[src/rtl/pill_time_entry.sv]
// -----------------------------------------------------------------------------
// pill_time_entry
//
// Keypad entry controller for the pill-box alarm schedule. It turns scanner
// key codes into a slot select followed by an HH:MM entry, range-checks the
// time and hands it to the alarm-slot register file over a valid/ready
// handshake. Entry state and the BCD digits are exported for the display.
//
// Parameters
//    N_SLOTS      number of alarm slots (1..9), chosen with digit keys 1..N_SLOTS
//    TIMEOUT_CYC  inactivity timeout in clock cycles
//
// Ports
//    clk          system clock
//    rst          asynchronous active-high reset
//    keyvalue_i   scanner key code, 0..15 pressed, 16 = no key
//    wr_ready_i   register file accepts a write
//    wr_valid_o   write request, held until accepted
//    wr_slot_o    slot index of the write, 0-based
//    wr_hour_o    hour of the write, 0..23
//    wr_min_o     minute of the write, 0..59
//    state_o      FSM state (IDLE=0 SLOT=1 DIGITS=2 CHECK=3 WRITE=4 ERROR=5)
//    slot_o       currently selected slot, 0-based
//    digits_o     BCD digits {H1,H0,M1,M0}
//    digit_cnt_o  number of digits entered, 0..4
//    busy_o       state is not IDLE
//    err_o        state is ERROR
//    timeout_o    one-cycle pulse on an inactivity abort
//
// Build option
//    ENTRY_TIMEOUT_EN  when defined, an inactivity counter aborts SLOT, DIGITS
//                      and ERROR back to IDLE after TIMEOUT_CYC idle cycles.
//                      When undefined, no counter exists and timeout_o is 0.
// -----------------------------------------------------------------------------
module pill_time_entry #(
   parameter int N_SLOTS     = 4,
   parameter int TIMEOUT_CYC = 500_000_000
) (
   input  logic        clk,
   input  logic        rst,
   input  logic [4:0]  keyvalue_i,
   input  logic        wr_ready_i,
   output logic        wr_valid_o,
   output logic [3:0]  wr_slot_o,
   output logic [4:0]  wr_hour_o,
   output logic [5:0]  wr_min_o,
   output logic [2:0]  state_o,
   output logic [3:0]  slot_o,
   output logic [15:0] digits_o,
   output logic [2:0]  digit_cnt_o,
   output logic        busy_o,
   output logic        err_o,
   output logic        timeout_o
);

   localparam logic [4:0] KEY_NONE = 5'd16;
   localparam logic [4:0] KEY_A    = 5'd10;
   localparam logic [4:0] KEY_B    = 5'd11;
   localparam logic [4:0] KEY_C    = 5'd12;
   localparam logic [4:0] KEY_D    = 5'd13;

   typedef enum logic [2:0] {
      IDLE   = 3'd0,
      SLOT   = 3'd1,
      DIGITS = 3'd2,
      CHECK  = 3'd3,
      WRITE  = 3'd4,
      ERROR  = 3'd5
   } state_t;

   state_t      state_q;
   logic [4:0]  kv_prev_q;
   logic [3:0]  slot_q;
   logic [15:0] digits_q;
   logic [2:0]  digit_cnt_q;
   logic        wr_valid_q;
   logic [3:0]  wr_slot_q;
   logic [4:0]  wr_hour_q;
   logic [5:0]  wr_min_q;

   logic        key_evt;
   logic        key_is_digit;
   logic        key_is_slot;
   logic [15:0] digits_ins_d;   // digits with the pressed key stored at digit_cnt
   logic [15:0] digits_bs_d;    // digits with position digit_cnt-1 cleared
   logic [6:0]  hour_d;
   logic [6:0]  min_d;
   logic        to_hit;

   // A held key yields one event; a direct code-to-code change yields another.
   assign key_evt      = (keyvalue_i != KEY_NONE) && (keyvalue_i != kv_prev_q);
   assign key_is_digit = (keyvalue_i <= 5'd9);
   assign key_is_slot  = key_evt && (keyvalue_i != 5'd0) && (32'(keyvalue_i) <= N_SLOTS);

   // Position 0 (H1) sits in the top nibble, position 3 (M0) in the bottom.
   for (genvar gi = 0; gi < 4; gi++) begin : g_pos
      assign digits_ins_d[15-4*gi -: 4] = (digit_cnt_q == 3'(gi))   ? keyvalue_i[3:0]
                                                                    : digits_q[15-4*gi -: 4];
      assign digits_bs_d[15-4*gi -: 4]  = (digit_cnt_q == 3'(gi+1)) ? 4'd0
                                                                    : digits_q[15-4*gi -: 4];
   end

   assign hour_d = 7'(digits_q[15:12]) * 7'd10 + 7'(digits_q[11:8]);
   assign min_d  = 7'(digits_q[7:4])   * 7'd10 + 7'(digits_q[3:0]);

`ifdef ENTRY_TIMEOUT_EN
   logic [28:0] idle_cnt_q;
   logic        timeout_q;
   logic        timed_st;

   // Only the operator-facing states are timed; CHECK/WRITE always finish.
   // Every transition out of a timed state passes through a key event or a
   // non-timed state, so both clear conditions cover any state change.
   assign timed_st = (state_q == SLOT) || (state_q == DIGITS) || (state_q == ERROR);
   assign to_hit   = timed_st && !key_evt && (idle_cnt_q == 29'(TIMEOUT_CYC - 1));

   always_ff @(posedge clk or posedge rst) begin
      if (rst) begin
         idle_cnt_q <= '0;
         timeout_q  <= 1'b0;
      end else begin
         timeout_q <= to_hit;
         if (!timed_st || key_evt || to_hit) idle_cnt_q <= '0;
         else                                idle_cnt_q <= idle_cnt_q + 29'd1;
      end
   end

   assign timeout_o = timeout_q;
`else
   assign to_hit    = 1'b0;
   assign timeout_o = 1'b0;
`endif

   always_ff @(posedge clk or posedge rst) begin
      if (rst) begin
         state_q     <= IDLE;
         kv_prev_q   <= KEY_NONE;
         slot_q      <= '0;
         digits_q    <= '0;
         digit_cnt_q <= '0;
         wr_valid_q  <= 1'b0;
         wr_slot_q   <= '0;
         wr_hour_q   <= '0;
         wr_min_q    <= '0;
      end else begin
         kv_prev_q <= keyvalue_i;
         if (to_hit) begin
            state_q     <= IDLE;
            digits_q    <= '0;
            digit_cnt_q <= '0;
         end else begin
            case (state_q)
               IDLE: begin
                  if (key_evt && keyvalue_i == KEY_A) state_q <= SLOT;
               end
               SLOT: begin
                  if (key_is_slot) begin
                     slot_q      <= 4'(keyvalue_i - 5'd1);
                     digits_q    <= '0;
                     digit_cnt_q <= '0;
                     state_q     <= DIGITS;
                  end else if (key_evt && keyvalue_i == KEY_C) begin
                     digits_q    <= '0;
                     digit_cnt_q <= '0;
                     state_q     <= IDLE;
                  end
               end
               DIGITS: begin
                  if (key_evt) begin
                     if (key_is_digit) begin
                        if (digit_cnt_q != 3'd4) begin
                           digits_q    <= digits_ins_d;
                           digit_cnt_q <= digit_cnt_q + 3'd1;
                        end
                     end else if (keyvalue_i == KEY_B) begin
                        if (digit_cnt_q != 3'd0) begin
                           digits_q    <= digits_bs_d;
                           digit_cnt_q <= digit_cnt_q - 3'd1;
                        end
                     end else if (keyvalue_i == KEY_C) begin
                        digits_q    <= '0;
                        digit_cnt_q <= '0;
                        state_q     <= IDLE;
                     end else if (keyvalue_i == KEY_D) begin
                        state_q <= (digit_cnt_q == 3'd4) ? CHECK : ERROR;
                     end
                  end
               end
               CHECK: begin
                  if (hour_d < 7'd24 && min_d < 7'd60) begin
                     wr_slot_q  <= slot_q;
                     wr_hour_q  <= hour_d[4:0];
                     wr_min_q   <= min_d[5:0];
                     wr_valid_q <= 1'b1;
                     state_q    <= WRITE;
                  end else begin
                     state_q <= ERROR;
                  end
               end
               WRITE: begin
                  // Keys are deliberately ignored here so a write is never torn.
                  if (wr_ready_i) begin
                     wr_valid_q  <= 1'b0;
                     digits_q    <= '0;
                     digit_cnt_q <= '0;
                     state_q     <= IDLE;
                  end
               end
               ERROR: begin
                  if (key_evt && keyvalue_i == KEY_C) begin
                     digits_q    <= '0;
                     digit_cnt_q <= '0;
                     state_q     <= IDLE;
                  end else if (key_evt && keyvalue_i <= KEY_D) begin
                     digits_q    <= '0;
                     digit_cnt_q <= '0;
                     state_q     <= DIGITS;
                  end
               end
               default: state_q <= IDLE;
            endcase
         end
      end
   end

   assign wr_valid_o  = wr_valid_q;
   assign wr_slot_o   = wr_slot_q;
   assign wr_hour_o   = wr_hour_q;
   assign wr_min_o    = wr_min_q;
   assign state_o     = state_q;
   assign slot_o      = slot_q;
   assign digits_o    = digits_q;
   assign digit_cnt_o = digit_cnt_q;
   assign busy_o      = (state_q != IDLE);
   assign err_o       = (state_q == ERROR);

endmodule

[config.mk]
export PLATFORM = sky130hd
export DESIGN_NAME = pill_time_entry
export DESIGN_NICKNAME = d
export VERILOG_FILES = /design/src/rtl/pill_time_entry.sv
export SDC_FILE = /design/constraint.sdc
export NUM_CORES = 1
export LEC_CHECK = 0
export CORE_ASPECT_RATIO = 1.1
export CORE_MARGIN = 2
export CORE_UTILIZATION = 25
export DETAILED_ROUTE_END_ITERATION = 8
export GPL_ROUTABILITY_DRIVEN = 0
export MAX_ROUTING_LAYER = met4
export SLEW_MARGIN = 20
export SYNTH_ARGS = -nofsm -noshare
export SYNTH_HDL_FRONTEND = slang
export SYNTH_SLANG_ARGS = --single-unit
[constraint.sdc]
create_clock -name clk -period 3.85 [get_ports clk]
set_input_delay 0.77 -clock clk [delete_from_list [all_inputs] [get_ports clk]]
set_output_delay 0.77 -clock clk [all_outputs]
set_load 0.05 [all_outputs]
==> results of run 1 <==
## path summary, 6_finish.rpt
path / startpoint / endpoint / slack (ns) / cells past startpoint
worst min-delay path: slot_o[0]$_DFFE_PP0P_ / slot_o[0]$_DFFE_PP0P_ / 0.50 / 2
min in group asynchronous: rst / wr_min_o[3]$_DFFE_PP0P_ / 0.94 / 2
worst max register to register: digits_o[13]$_DFFE_PP0P_ / wr_hour_o[0]$_DFFE_PP0P_ / 0.55 / 11
max in group asynchronous: rst / wr_valid_o$_DFFE_PP0P_ / 2.42 / 2
worst max-delay path: digits_o[13]$_DFFE_PP0P_ / wr_hour_o[0]$_DFFE_PP0P_ / 0.55 / 11
worst min register to register: slot_o[0]$_DFFE_PP0P_ / slot_o[0]$_DFFE_PP0P_ / 0.50 / 2
## cell families (layout without fill, tap and decap cells)
group                      Yosys count  in the layout  synth area share
AOI/OAI and AO/OA                   60             60             0.139
other                                1              1           0.00123
DFF                                 47             47             0.386
and+or+nand+nor                     68             68             0.131
buffers and inverters               29             85            0.0427
xor gates and xnor gates            16             16            0.0460
muxes                               35             35             0.134
adders and majority gates           27             27             0.121
## stage by stage
step | std cells | total power (W) | hold slack (ns)
after floorplan | 283 | 0.00147 | 0.499
after global placement | 485 | 0.00177 | 0.490
after detailed placement | 485 | 0.00178 | 0.496
after CTS | 493 | 0.00221 | 0.510
after global routing | 493 | 0.00231 | 0.528
final | 493 | 0.00218 | 0.505
## worst reg2reg max path, delay by kind of cell (launching register included)
family	cells	cell delay (ns)
flops	1	0.45
buf+inv	3	0.50
compound gates	2	0.31
simple gates	2	0.56
fa+ha+maj	3	0.97
mux	1	0.38
## where the power goes
group | internal [W] | switching (W) | leakage [nW]
Sequential | 0.000580 | 0.000104 | 0.629
Clock | 0.000240 | 0.000172 | 0.0679
Combinational | 0.000420 | 0.000667 | 1.06
Total | 0.00124 | 0.000943 | 1.76
## flip-flops by register name (all words and copies together), names as in the netlist
signal / count
slot_o: 4
wr_valid_o: 1
wr_hour_o: 5
digits_o: 16
state_o: 3
digit_cnt_o: 3
kv_prev_q: 5
wr_slot_o: 4
wr_min_o: 6
## metal layers
metal | vias to the layer above | track usage
li1 | 1124 | -
met1 | 1169 | 0.152
met2 | 45 | 0.191
met3 | 11 | 0.0250
met4 | 0 | 0.0372
met5 | - | -
## layout by cell type (no fill, tap or decap), types with 4 or more instances in the layout
cell,Yosys,layout
clkdlybuf4s50_1,0,51
dfrtp_1,46,46
mux2_2,30,30
ha_1,23,23
o21ai_0,18,18
inv_1,18,17
nand2_1,16,16
nor2_1,16,16
xnor2_1,10,10
a21oi_1,9,9
buf_4,4,8
xor2_1,6,6
nor3_1,6,6
a31oi_1,5,5
clkbuf_16,0,5
nor2b_1,4,4
o211ai_1,4,4
mux2_4,4,4
fa_1,4,4
## area by class of cell
cell class                      instances  area share
Clock inverter                          1     0.00129
Tap cell                              154      0.0495
Sequential cell                        47       0.303
Timing Repair Buffer                   59       0.147
Inverter                               18      0.0177
Clock buffer                            7      0.0341
Multi-Input combinational cell        207       0.448
==> flow_summary.yaml, run 1 <==
run_status:
  outcome: "finished, final reports clean"
critical_path:
  cp_slowest_cell: "or3b_2"
  endpoint_kind: "register"
  cp_cell_sequence: "ha_1 -> ha_1 -> inv_1 -> fa_1 -> or3b_2 -> o22ai_1 -> o32ai_1 -> buf_4 -> nor2_1 -> buf_4 -> mux2_2"
  cpPeakStageDelay_ns: 0.48
  critical_path_buf_inv_count: 3
  cp.arrival_ns: 3.47
  required_ns: 4.01
  critical_path_class: "register to register"
  crit_family: "adder cells"
  crit_fanout: 15
  start_kind: "register"
detailed_routing:
  dr_wl_met3_um: 301
  drt-pass1-iter-count: 4
  wl_mm: 7.29
  via_per_inst: 4.76
  route.met2.wl_mm: 3.59
  wl_per_cell_um: 14.8
  wl_met1_mm: 3.24
  top_layer: "met4"
  drc: 0
  ant_nets: 0
  vias: 2349
  drt_iter0_markers: 75
cells_and_area:
  diodes: 0
  multi_input_area_um2: 1740
  syn2layout_area_growth_pct: 27.5
  nets: 373
  seqCellArea_um2: 1180
  post-route-util: 0.325
  finalInstanceArea_um2: 3890
  drive_above_1_share: 0.174
  fillers: 1239
cts:
  cts_hold_buffers: 0
  post_cts_buffers: 0
  h-tree-depth: 2
  cts_buffers: 5
  cts.path.max_buffers: 2
  numClockSinks: 47
  clk_pin_slew_worst_paths_ns: 0.06
  worst_skew_pair.late_latency_ns: 0.28
  cts_resized: 0
  cts_tree: "yes"
  clock-root-buffer: "clkbuf_16"
global_routing:
  grt_pass1_vias: 2328
  antenna_found_initial: 0
  grt.overflow.total: 0
  grtUsageTotal: 0.120
  grt_pass1_wl_mm: 12.0
  grt_max_degree: 48
placed_design:
  postPlaceCellArea_um2: 3750
  port_buffers: 51
  hpwl_mm: 5.59
  pre_cts_slack_ns: 0.328
sta:
  fin_crit_sh: 0.857
  fin_skew_ns: 0.00529
  drv_slew: 0
  fin_tns_setup_ns: 0
  fin_ws_ns: 0.549
  setup_viol: 0
  max_freq_mhz: 303
  hold_violations: 0
  tightest_slew_ns: 0.819
  rsz0062_at_grt: "no"
  period_minus_slack_ns: 3.30
  slew_headroom: 0.453
logic_synthesis:
  synth_top_area_share: 0.378
  synth.area.top_cells: "dfrtp_1, mux2_2, ha_1, o21ai_0, xnor2_1"
  syn_area_um2: 3050
  synthArstFlopShare: 1.00
  ys_types: 57
  ys_ff_latch: 47
  ys_warn_count: 0
  yosysMostFrequentCell: "dfrtp_1"
  yosys-top-cells-count: "dfrtp_1, mux2_2, ha_1"
  syn_nets: 318
  synth_ff_type: "dfrtp_1"
  ys_seq_area_frac: 0.386
  synth_top_area_cell: "dfrtp_1"
  synthCells: 283
  synth-edff-count: 0
  avgSynthCellArea_um2: 10.8
die:
  design.core.area_um2: 12000
  ioPinCount: 53
  rows: 42
  dieArea_um2: 13100
  initial_core_util: 0.254
  die_w_um: 109
  die_height_um: 120
run:
  drv_cap: 0
power:
  ir_drop_mv: 0.481
  p_leak_nw: 1.76
  power_density_nw_per_um2: 561
hold_path:
  worstHoldPathType: "register to register"
Power figures use the tool's default switching activity.
==> run 2, diff against run 1 <==
CAP_MARGIN = 20   (was unset)
==> results of run 2 <==
No change in the layout: final DEF, timing and power equal those of run 1.
==> run 3, diff against run 2 <==
clock period = 3.5 ns   (was 3.85 ns; I/O delays follow)
==> run 3 against run 2 <==
Die area unchanged. Routed wire length increased by 1.2%. Worst setup slack got worse by 0.28 ns. Clock skew increased by 0.0023 ns. First-iteration DRC count increased by 52%. Critical path type unchanged. Largest cell class unchanged.
==> flow_summary.yaml, run 3 (synthesized netlist as in run 1, its figures left out) <==
run_status:
  outcome: "finished, final reports clean"
power:
  power_density_nw_per_um2: 621
  ir_drop_mv: 0.391
  p_leak_nw: 1.80
critical_path:
  critical_path_class: "register to register"
  crit_start: "digits_o[7]$_DFFE_PP0P_"
  critical_path_buf_inv_count: 3
  endpoint_kind: "register"
  start_kind: "register"
  cp_cell_sequence: "ha_1 -> ha_1 -> inv_1 -> fa_1 -> and3_1 -> o211a_1 -> a211oi_1 -> o32ai_1 -> buf_4 -> nor2_1 -> buf_4 -> mux2_2"
  cp_slowest_cell: "fa_1"
  crit_family: "adder cells"
  cpPeakStageDelay_ns: 0.49
  regToRegStartpoint: "digits_o[7]$_DFFE_PP0P_"
  crit_fanout: 15
  required_ns: 3.66
  cp.arrival_ns: 3.40
cells_and_area:
  final_common_cell: "clkdlybuf4s50_1"
  diodes: 0
  syn2layout_area_growth_pct: 29.6
  final_cell_mix: "clkdlybuf4s50_1, dfrtp_1, mux2_2"
  fillers: 1220
  nets: 381
  largest_reg_flops: 16
  final_cells: 501
  drive_above_1_share: 0.196
global_routing:
  grtUsageTotal: 0.119
  grt_max_degree: 48
  antenna_found_initial: 0
  grt_pass1_wl_mm: 12.0
  grt.overflow.total: 0
  grt_pass1_vias: 2406
cts:
  cts_resized: 0
  cts.path.max_buffers: 2
  cts_tree: "yes"
  post_cts_buffers: 0
  worst_skew_pair.late_latency_ns: 0.29
  cts_buffers: 5
  h-tree-depth: 2
  numClockSinks: 47
  clock-root-buffer: "clkbuf_16"
  cts_hold_buffers: 0
  clk_pin_slew_worst_paths_ns: 0.07
die:
  dieArea_um2: 13100
  initial_core_util: 0.254
  ioPinCount: 53
  die_height_um: 120
  design.core.area_um2: 12000
  die_w_um: 109
  rows: 42
sta:
  tightest_slew_ns: 0.825
  period_minus_slack_ns: 3.24
  fin_crit_sh: 0.925
  slew_headroom: 0.449
  fin_tns_setup_ns: 0
  setup_viol: 0
  rsz0062_at_grt: "no"
  fin_skew_ns: 0.00760
  hold_violations: 0
  max_freq_mhz: 309
  drv_slew: 0
  fin_ws_ns: 0.264
detailed_routing:
  ant_nets: 0
  vias: 2364
  wl_mm: 7.38
  via_per_inst: 4.72
  wl_per_cell_um: 14.7
  drt_iter0_markers: 114
  drt-pass1-iter-count: 4
  drc: 0
hold_path:
  worstHoldPathType: "register to register"
  holdCritStartpoint: "slot_o[1]$_DFFE_PP0P_"
placed_design:
  port_buffers: 51
  hpwl_mm: 5.63
  dp_cells: 493
  pre_cts_slack_ns: 0.0637
run:
  drv_cap: 0
-- run 3: area by class of cell --
cell class | instances | area (um2) | share of cell area
Clock inverter | 2 | 12.5 | 0.00317
Tap cell | 154 | 193 | 0.0487
Inverter | 18 | 68.8 | 0.0174
Sequential cell | 47 | 1180 | 0.298
Multi-Input combinational cell | 207 | 1740 | 0.441
Clock buffer | 6 | 129 | 0.0326
Timing Repair Buffer | 67 | 631 | 0.160
-- run 3: through the flow --
stage          hold slack, ns  total power [W]  utilization  instance area [um2]
6_report                0.506          0.00246        0.330                 3950
5_1_grt                 0.515          0.00260        0.330                 3950
4_1_cts                 0.512          0.00248        0.330                 3950
3_5_place_dp            0.498          0.00201        0.318                 3810
3_3_place_gp            0.481          0.00199        0.318                 3810
2_1_floorplan           0.499          0.00161            -                 3050
-- run 3: power by group --
group | internal, W | leakage, nW | switching, W
logic | 0.000494 | 1.10 | 0.000742
clock network | 0.000264 | 0.0669 | 0.000204
registers | 0.000638 | 0.629 | 0.000114
-- run 3: path summary, 6_finish.rpt --
kind	to	slack, ns	depth (start not counted)
worst max-delay path	wr_min_o[0]$_DFFE_PP0P_	0.26	12
worst max register to register	wr_min_o[0]$_DFFE_PP0P_	0.26	12
min in group asynchronous	wr_slot_o[2]$_DFFE_PP0P_	0.87	2
worst min-delay path	slot_o[1]$_DFFE_PP0P_	0.51	2
worst min register to register	slot_o[1]$_DFFE_PP0P_	0.51	2
max in group asynchronous	state_o[2]$_DFFE_PP0P_	2.13	2
-- run 3: tightest hold or removal path: stages, from the launching register on --
cell	delay, ns
dfrtp_1	0.36
nand2_1	0.05
o21ai_0	0.06
-- run 3: metal layers --
metal / up-vias / share of wire / wire (um) / global-route usage
met2: 61 / 0.50 / 3700 / 0.197
met3: 10 / 0.051 / 378 / 0.0299
met5: - / 0 / 0 / -
li1: 1144 / - / - / -
met1: 1149 / 0.43 / 3210 / 0.142
met4: 0 / 0.013 / 97 / 0.0316
==> variant 1: new RTL, config.mk and constraints of run 2 <==
Add a define of `ENTRY_TIMEOUT_EN`.
--- a/src/rtl/pill_time_entry.sv
+++ b/src/rtl/pill_time_entry.sv
@@ -32,6 +32,8 @@
 //                      and ERROR back to IDLE after TIMEOUT_CYC idle cycles.
 //                      When undefined, no counter exists and timeout_o is 0.
 // -----------------------------------------------------------------------------
+`define ENTRY_TIMEOUT_EN
+
 module pill_time_entry #(
    parameter int N_SLOTS     = 4,
    parameter int TIMEOUT_CYC = 500_000_000
Formal check against the unedited RTL: no difference found for any inputs over 4 cycles, from zero or initial values and one cycle with rst high; that may be too few to reach the edited logic, so the function may still have changed.
==> variant 1 against run 2 <==
Clock skew grew 2.8 ps; count of clock-buffer cells in the layout up 4; worst hold slack lost 8.4 ps; routed wire length rose by 50%; critical path depth rose by 1; sequential power is 45% higher; power is 33% higher; non-clock buffer count rose by 1; worst setup slack improved by 19 ps; design area increased by 44%; synthesized area up 47%; global-route usage up 0.30 points; sequential cell count up 30; first-iteration DRC count rose to 3.0 times the old value.
==> variant 1: results (changes against run 2) <==
| Metric | Value |
|---|---|
| TritonCTS Buffers | 9 (+4) |
| Synth top area cells | dfrtp_1, mux2_2, ha_1, xor2_1, nor2_1 |
| DRT iter0 DRCs | 226 (+200%) |
| Top reg by flops | idle_cnt_q |
| Slowest CP cell | dfrtp_1 |
| Status | completed |
| Port-buffer cells | 52 (+2.0%) |
| Layout cell share with drive strength beyond 1 | 13.36% (-4.0 points) |
| Setup Skew | 8.065 ps (+2.771 ps) |
| Mapped Nets | 484 (+52%) |
| Initial antenna violation count | 0 (unchanged) |
| Adder-cell area share of the yosys netlist | 8.744% (-3.3 points) |
| Hold crit path type | flip-flop to flip-flop |
| Clk_lat worst skew | 340 ps (+60 ps) |
| Leakage power | 2.411 nW (+37%) |
| Compound-Gate Fraction of Synth Area | 9.830% (-4.0 points) |
| Worst path max stage delay | 460 ps (-20 ps) |
| Number of H-tree levels | 3 (+1) |
| Cells after DPL | 731 (+51%) |
| Post-synthesis async set-or-reset flop share | 100.0% (unchanged) |
| Final HPWL DP | 8.243 mm (+48%) |
| Clk slew on worst S/H paths | 60 ps (about the same) |
| Post-synthesis mux area share | 8.661% (-4.7 points) |
| DP Worst Slack | 284.5 ps (-43.61 ps) |
| Routed len/inst | 14.59 um (-1.3%) |
| Endpoint, Worst Hold | idle_cnt_q[0]$_DFF_PP0_ |
| Crit-path max FO | 15 (unchanged) |
| First-pass GRT wire length | 17.82 mm (+49%) |
| Worst r2r src | digits_o[13]$_DFFE_PP0P_ |
| Post-synth cell types | 59 (+3.5%) |
| Setup CP Type | flip-flop to flip-flop |
| 1st-pass router iterations | 4 (unchanged) |
| Via count of the routed design | 3513 (+50%) |
| Nets@finish | 541 (+45%) |
| Syn avg cell area | 10.05 um^2 (-6.7%) |
| Count leader, synth | dfrtp_1 |
| Seq/Total Area, Yosys | 42.91% (+4.3 points) |
| Postcts setup bufs | 0 (unchanged) |
| Pin count of the biggest net entering global routing | 53 (+10%) |
| Tot GR Track Use | 12.27% (+0.30 points) |
| Seq. pwr | 0.995 mW (+45%) |
| Hold Path Depth | 1 (-1) |
| Critical Path AT | 3500 ps (+30 ps) |
| Largest register FFs | 29 (+13) |
| Worst r2r path cells | 12 (+1) |
| Peak supply drop | 0.0002376 V (-51%) |
| Fin crit share | 85.24% (-0.50 points) |
| Delay-heaviest family, CP | adder cells |
| Reg2reg end | wr_slot_o[3]$_DFFE_PP0P_ |
| Via density | 4.703 (-1.3%) |
| # diodes | 0 (unchanged) |
| Synth top cells by count | dfrtp_1, nor2_1, nand2_1, mux2_2 |
| Synth Area in XOR/XNOR | 7.797% (+3.2 points) |
| FF-to-FF setup slack | 570 ps (+20 ps) |
| Int Power | 1.811 mW (+46%) |
| Clock root buffer | clkbuf_16 |
| Post-CTS Resized | 0 (unchanged) |
| Slew margin rel. | 39.31% (-6.0 points) |
| Comb pwr share | 36.1% (-14 points) |
| Hold Startpoint | idle_cnt_q[0]$_DFF_PP0_ |
## variant 1: cell count changes after synthesis, sizes merged, moves of 4 or more
cell and change:
dfrtp +30, nor2 +30, nand3 +23, nand2 +18, xor2 +16, and3 +11
xnor2 +8, a21oi +7, inv +7, clkbuf +6, or2 +4
## variant 1: layer usage
metal,global-route usage (%),routed length (um),vias to the layer above
li1,-,-,1663
met1,14.48,4786,1712
met2,20.25,5302,116
met3,3.330,613,22
met4,4.519,199,0
met5,-,0,-
## variant 1: cell type report
type                    instances  area, um^2
clock buffers                  11       242.7
clock inverters                 5       60.06
fillers                      1817       12070
inverters                      25       95.09
multi-input cells             331        2404
flip-flops and latches         77        1928
well taps                     238       297.8
repair buffers                 60       580.6
## variant 1: stage by stage
stage | power, mW | area [um^2] | hold WS, ps
after floorplan | 1.734 | 4493 | 455.3
after global placement | 2.044 | 5305 | 482.0
after detailed placement | 2.059 | 5305 | 486.5
after CTS | 2.930 | 5608 | 494.7
after global routing | 3.039 | 5608 | 528.8
final | 2.896 | 5608 | 496.2
==> variant 2: new RTL, settings of run 2 <==
Without the edit above. Put one more register stage on the output `digits_o`. The value now appears one clock later. The other outputs are not delayed to match.
--- a/src/rtl/pill_time_entry.sv
+++ b/src/rtl/pill_time_entry.sv
@@ -229,7 +229,9 @@
    assign wr_min_o    = wr_min_q;
    assign state_o     = state_q;
    assign slot_o      = slot_q;
-   assign digits_o    = digits_q;
+   always_ff @(posedge clk) begin
+      digits_o <= digits_q;
+   end
    assign digit_cnt_o = digit_cnt_q;
    assign busy_o      = (state_q != IDLE);
    assign err_o       = (state_q == ERROR);
Function: changed (Yosys sat finds a counterexample within 4 cycles, from zero or initial values and one cycle with rst high).
==> variant 2 against run 2 <==
Combinational power increased by 6%; worst setup slack improved by 85 ps; design area increased by 15%; critical path type unchanged; synthesized area increased by 12%; power increased by 34%; largest power group unchanged; routed wire length increased by 3.3%; highest routed layer unchanged; non-clock buffer count decreased by 3; sequential cell count increased by 16.
==> variant 2: results (changes against run 2) <==
| Metric | Value |
|---|---|
| Status | completed |
| FF-to-FF setup slack | 630 ps (+90 ps) |
| Number of synthesized flops with an enable pin | 0 (unchanged) |
| Worst r2r src | digits_q[13]$_DFFE_PP0P_ |
| # diodes | 0 (unchanged) |
| Slowest CP cell | dfrtp_1 |
| Synth top area cells | dfrtp_1, dfxtp_1, ha_1, mux2_4, mux2_1 |
| Layout cell share with drive strength beyond 1 | 16.85% (-0.55 points) |
| DRT iter0 DRCs | 126 (+68%) |
| First-pass GRT wire length | 12.32 mm (+2.8%) |
| Mapped Nets | 327 (+2.8%) |
| Clock root buffer | clkbuf_16 |
| Delay-heaviest family, CP | adder cells |
| Via density | 4.446 (-6.7%) |
| Reg2reg end | wr_min_o[5]$_DFFE_PP0P_ |
| 1st-pass router iterations | 4 (unchanged) |
| Post-synthesis async set-or-reset flop share | 74.60% (-25 points) |
| Syn. warnings | 0 (unchanged) |
| Postcts setup bufs | 0 (unchanged) |
| Routed len/inst | 13.94 um (-5.7%) |
| Leakage power | 2.032 nW (+15%) |
| Max Fclk | 311.0 MHz (+2.7%) |
| Synth top cells by count | dfrtp_1, ha_1, inv_1, nor2_1, dfxtp_1 |
| Critical Path AT | 3420 ps (-50 ps) |
| Clk_lat worst skew | 320 ps (+40 ps) |
| Pin count of the biggest net entering global routing | 48 (unchanged) |
| Sw frac | 37.52% (-5.7 points) |
| Tot GR Track Use | 11.23% (-0.74 points) |
| Primary FF master, synth | dfrtp_1 |
| Seq/Total Area, Yosys | 44.04% (+5.4 points) |
| Worst path max stage delay | 450 ps (-30 ps) |
| Peak supply drop | 0.0002626 V (-45%) |
| Clk slew on worst S/H paths | 60 ps (about the same) |
| Worst r2r path cells | 11 (unchanged) |
| Number of H-tree levels | 3 (+1) |
| DP Worst Slack | 441.8 ps (+113.7 ps) |
| Post-synth cell types | 63 (+11%) |
| Setup Skew | 5.863 ps (+0.5682 ps) |
| DRC | 0 (unchanged) |
| Port-buffer cells | 51 (unchanged) |
| Final HPWL DP | 5.666 mm (+1.4%) |
| TritonCTS Buffers | 9 (+4) |
| Initial antenna violation count | 0 (unchanged) |
| CTS max path bufs | 2 (unchanged) |
| # fillers | 1329 (+7.3%) |
| Post-CTS Resized | 0 (unchanged) |
| Setup CP Type | flip-flop to flip-flop |
| Slew margin rel. | 43.26% (-2.1 points) |
| Number of global-route vias before repair | 2379 (+2.2%) |
| Maxcap violations | 0 (unchanged) |
| Hold crit path type | flip-flop to flip-flop |
| Crit-path max FO | 15 (unchanged) |
| Nets@finish | 386 (+3.5%) |
[variant 2: routing by layer]
layer | vias up | global-route usage (%) | wire length [um]
met2 | 58 | 17.20 | 3556
li1 | 1161 | - | -
met1 | 1171 | 14.03 | 3517
met4 | 0 | 3.898 | 116
met3 | 11 | 3.488 | 337
met5 | - | - | 0
[variant 2: metrics by stage]
step	instance area (um^2)	instances	util, %	power (mW)
finish	4469	540	33.69	2.931
global route	4469	540	33.69	3.070
CTS	4468	540	33.68	2.967
detailed placement	4115	524	31.02	2.016
global placement	4115	524	31.02	2.005
floorplan	3401	292	-	1.710
[variant 2: worst min path at each step]
stage / slack [ps] / depth (start not counted) / from / to
finish: 390 / 0 / digits_q[8]$_DFFE_PP0P_ / digits_o[8]$_DFF_P_
global route: 410 / 0 / digits_q[8]$_DFFE_PP0P_ / digits_o[8]$_DFF_P_
CTS: 400 / 0 / digits_q[8]$_DFFE_PP0P_ / digits_o[8]$_DFF_P_
detailed placement: 390 / 0 / digits_q[8]$_DFFE_PP0P_ / digits_o[8]$_DFF_P_
global placement: 380 / 0 / digits_q[8]$_DFFE_PP0P_ / digits_o[8]$_DFF_P_
floorplan: 360 / 0 / digits_q[0]$_DFFE_PP0P_ / digits_o[0]$_DFF_P_
[variant 2: power groups by stage]
stage / Clock (mW) / Sequential, mW / Combinational (mW)
after floorplan: 0 / 1.09 / 0.616
after global placement: 0 / 0.857 / 1.15
after detailed placement: 0 / 0.861 / 1.15
after CTS: 0.958 / 0.849 / 1.16
after global routing: 0.984 / 0.862 / 1.22
final: 0.937 / 0.845 / 1.15
[variant 2: cells by family (layout without fill, tap and decap cells)]
family	after synthesis	count (layout)	share of synthesized area (%)
fa+ha+maj	27	27	10.82
compound gates	49	49	11.30
other cells	1	1	0.1103
buf+inv	26	90	3.863
mux	35	35	13.02
xor+xnor	15	15	3.863
simple gates	76	76	12.99
flops	63	63	44.04
[variant 2: final cells by class]
class	instances	area, um^2	share of cell area (%)
well taps	184	230.2	5.151
inverters	18	68.82	1.540
multi-input cells	203	1772	39.64
clock inverters	4	73.82	1.652
flip-flops and latches	63	1498	33.51
repair buffers	56	548.0	12.26
clock buffers	12	279.0	6.243
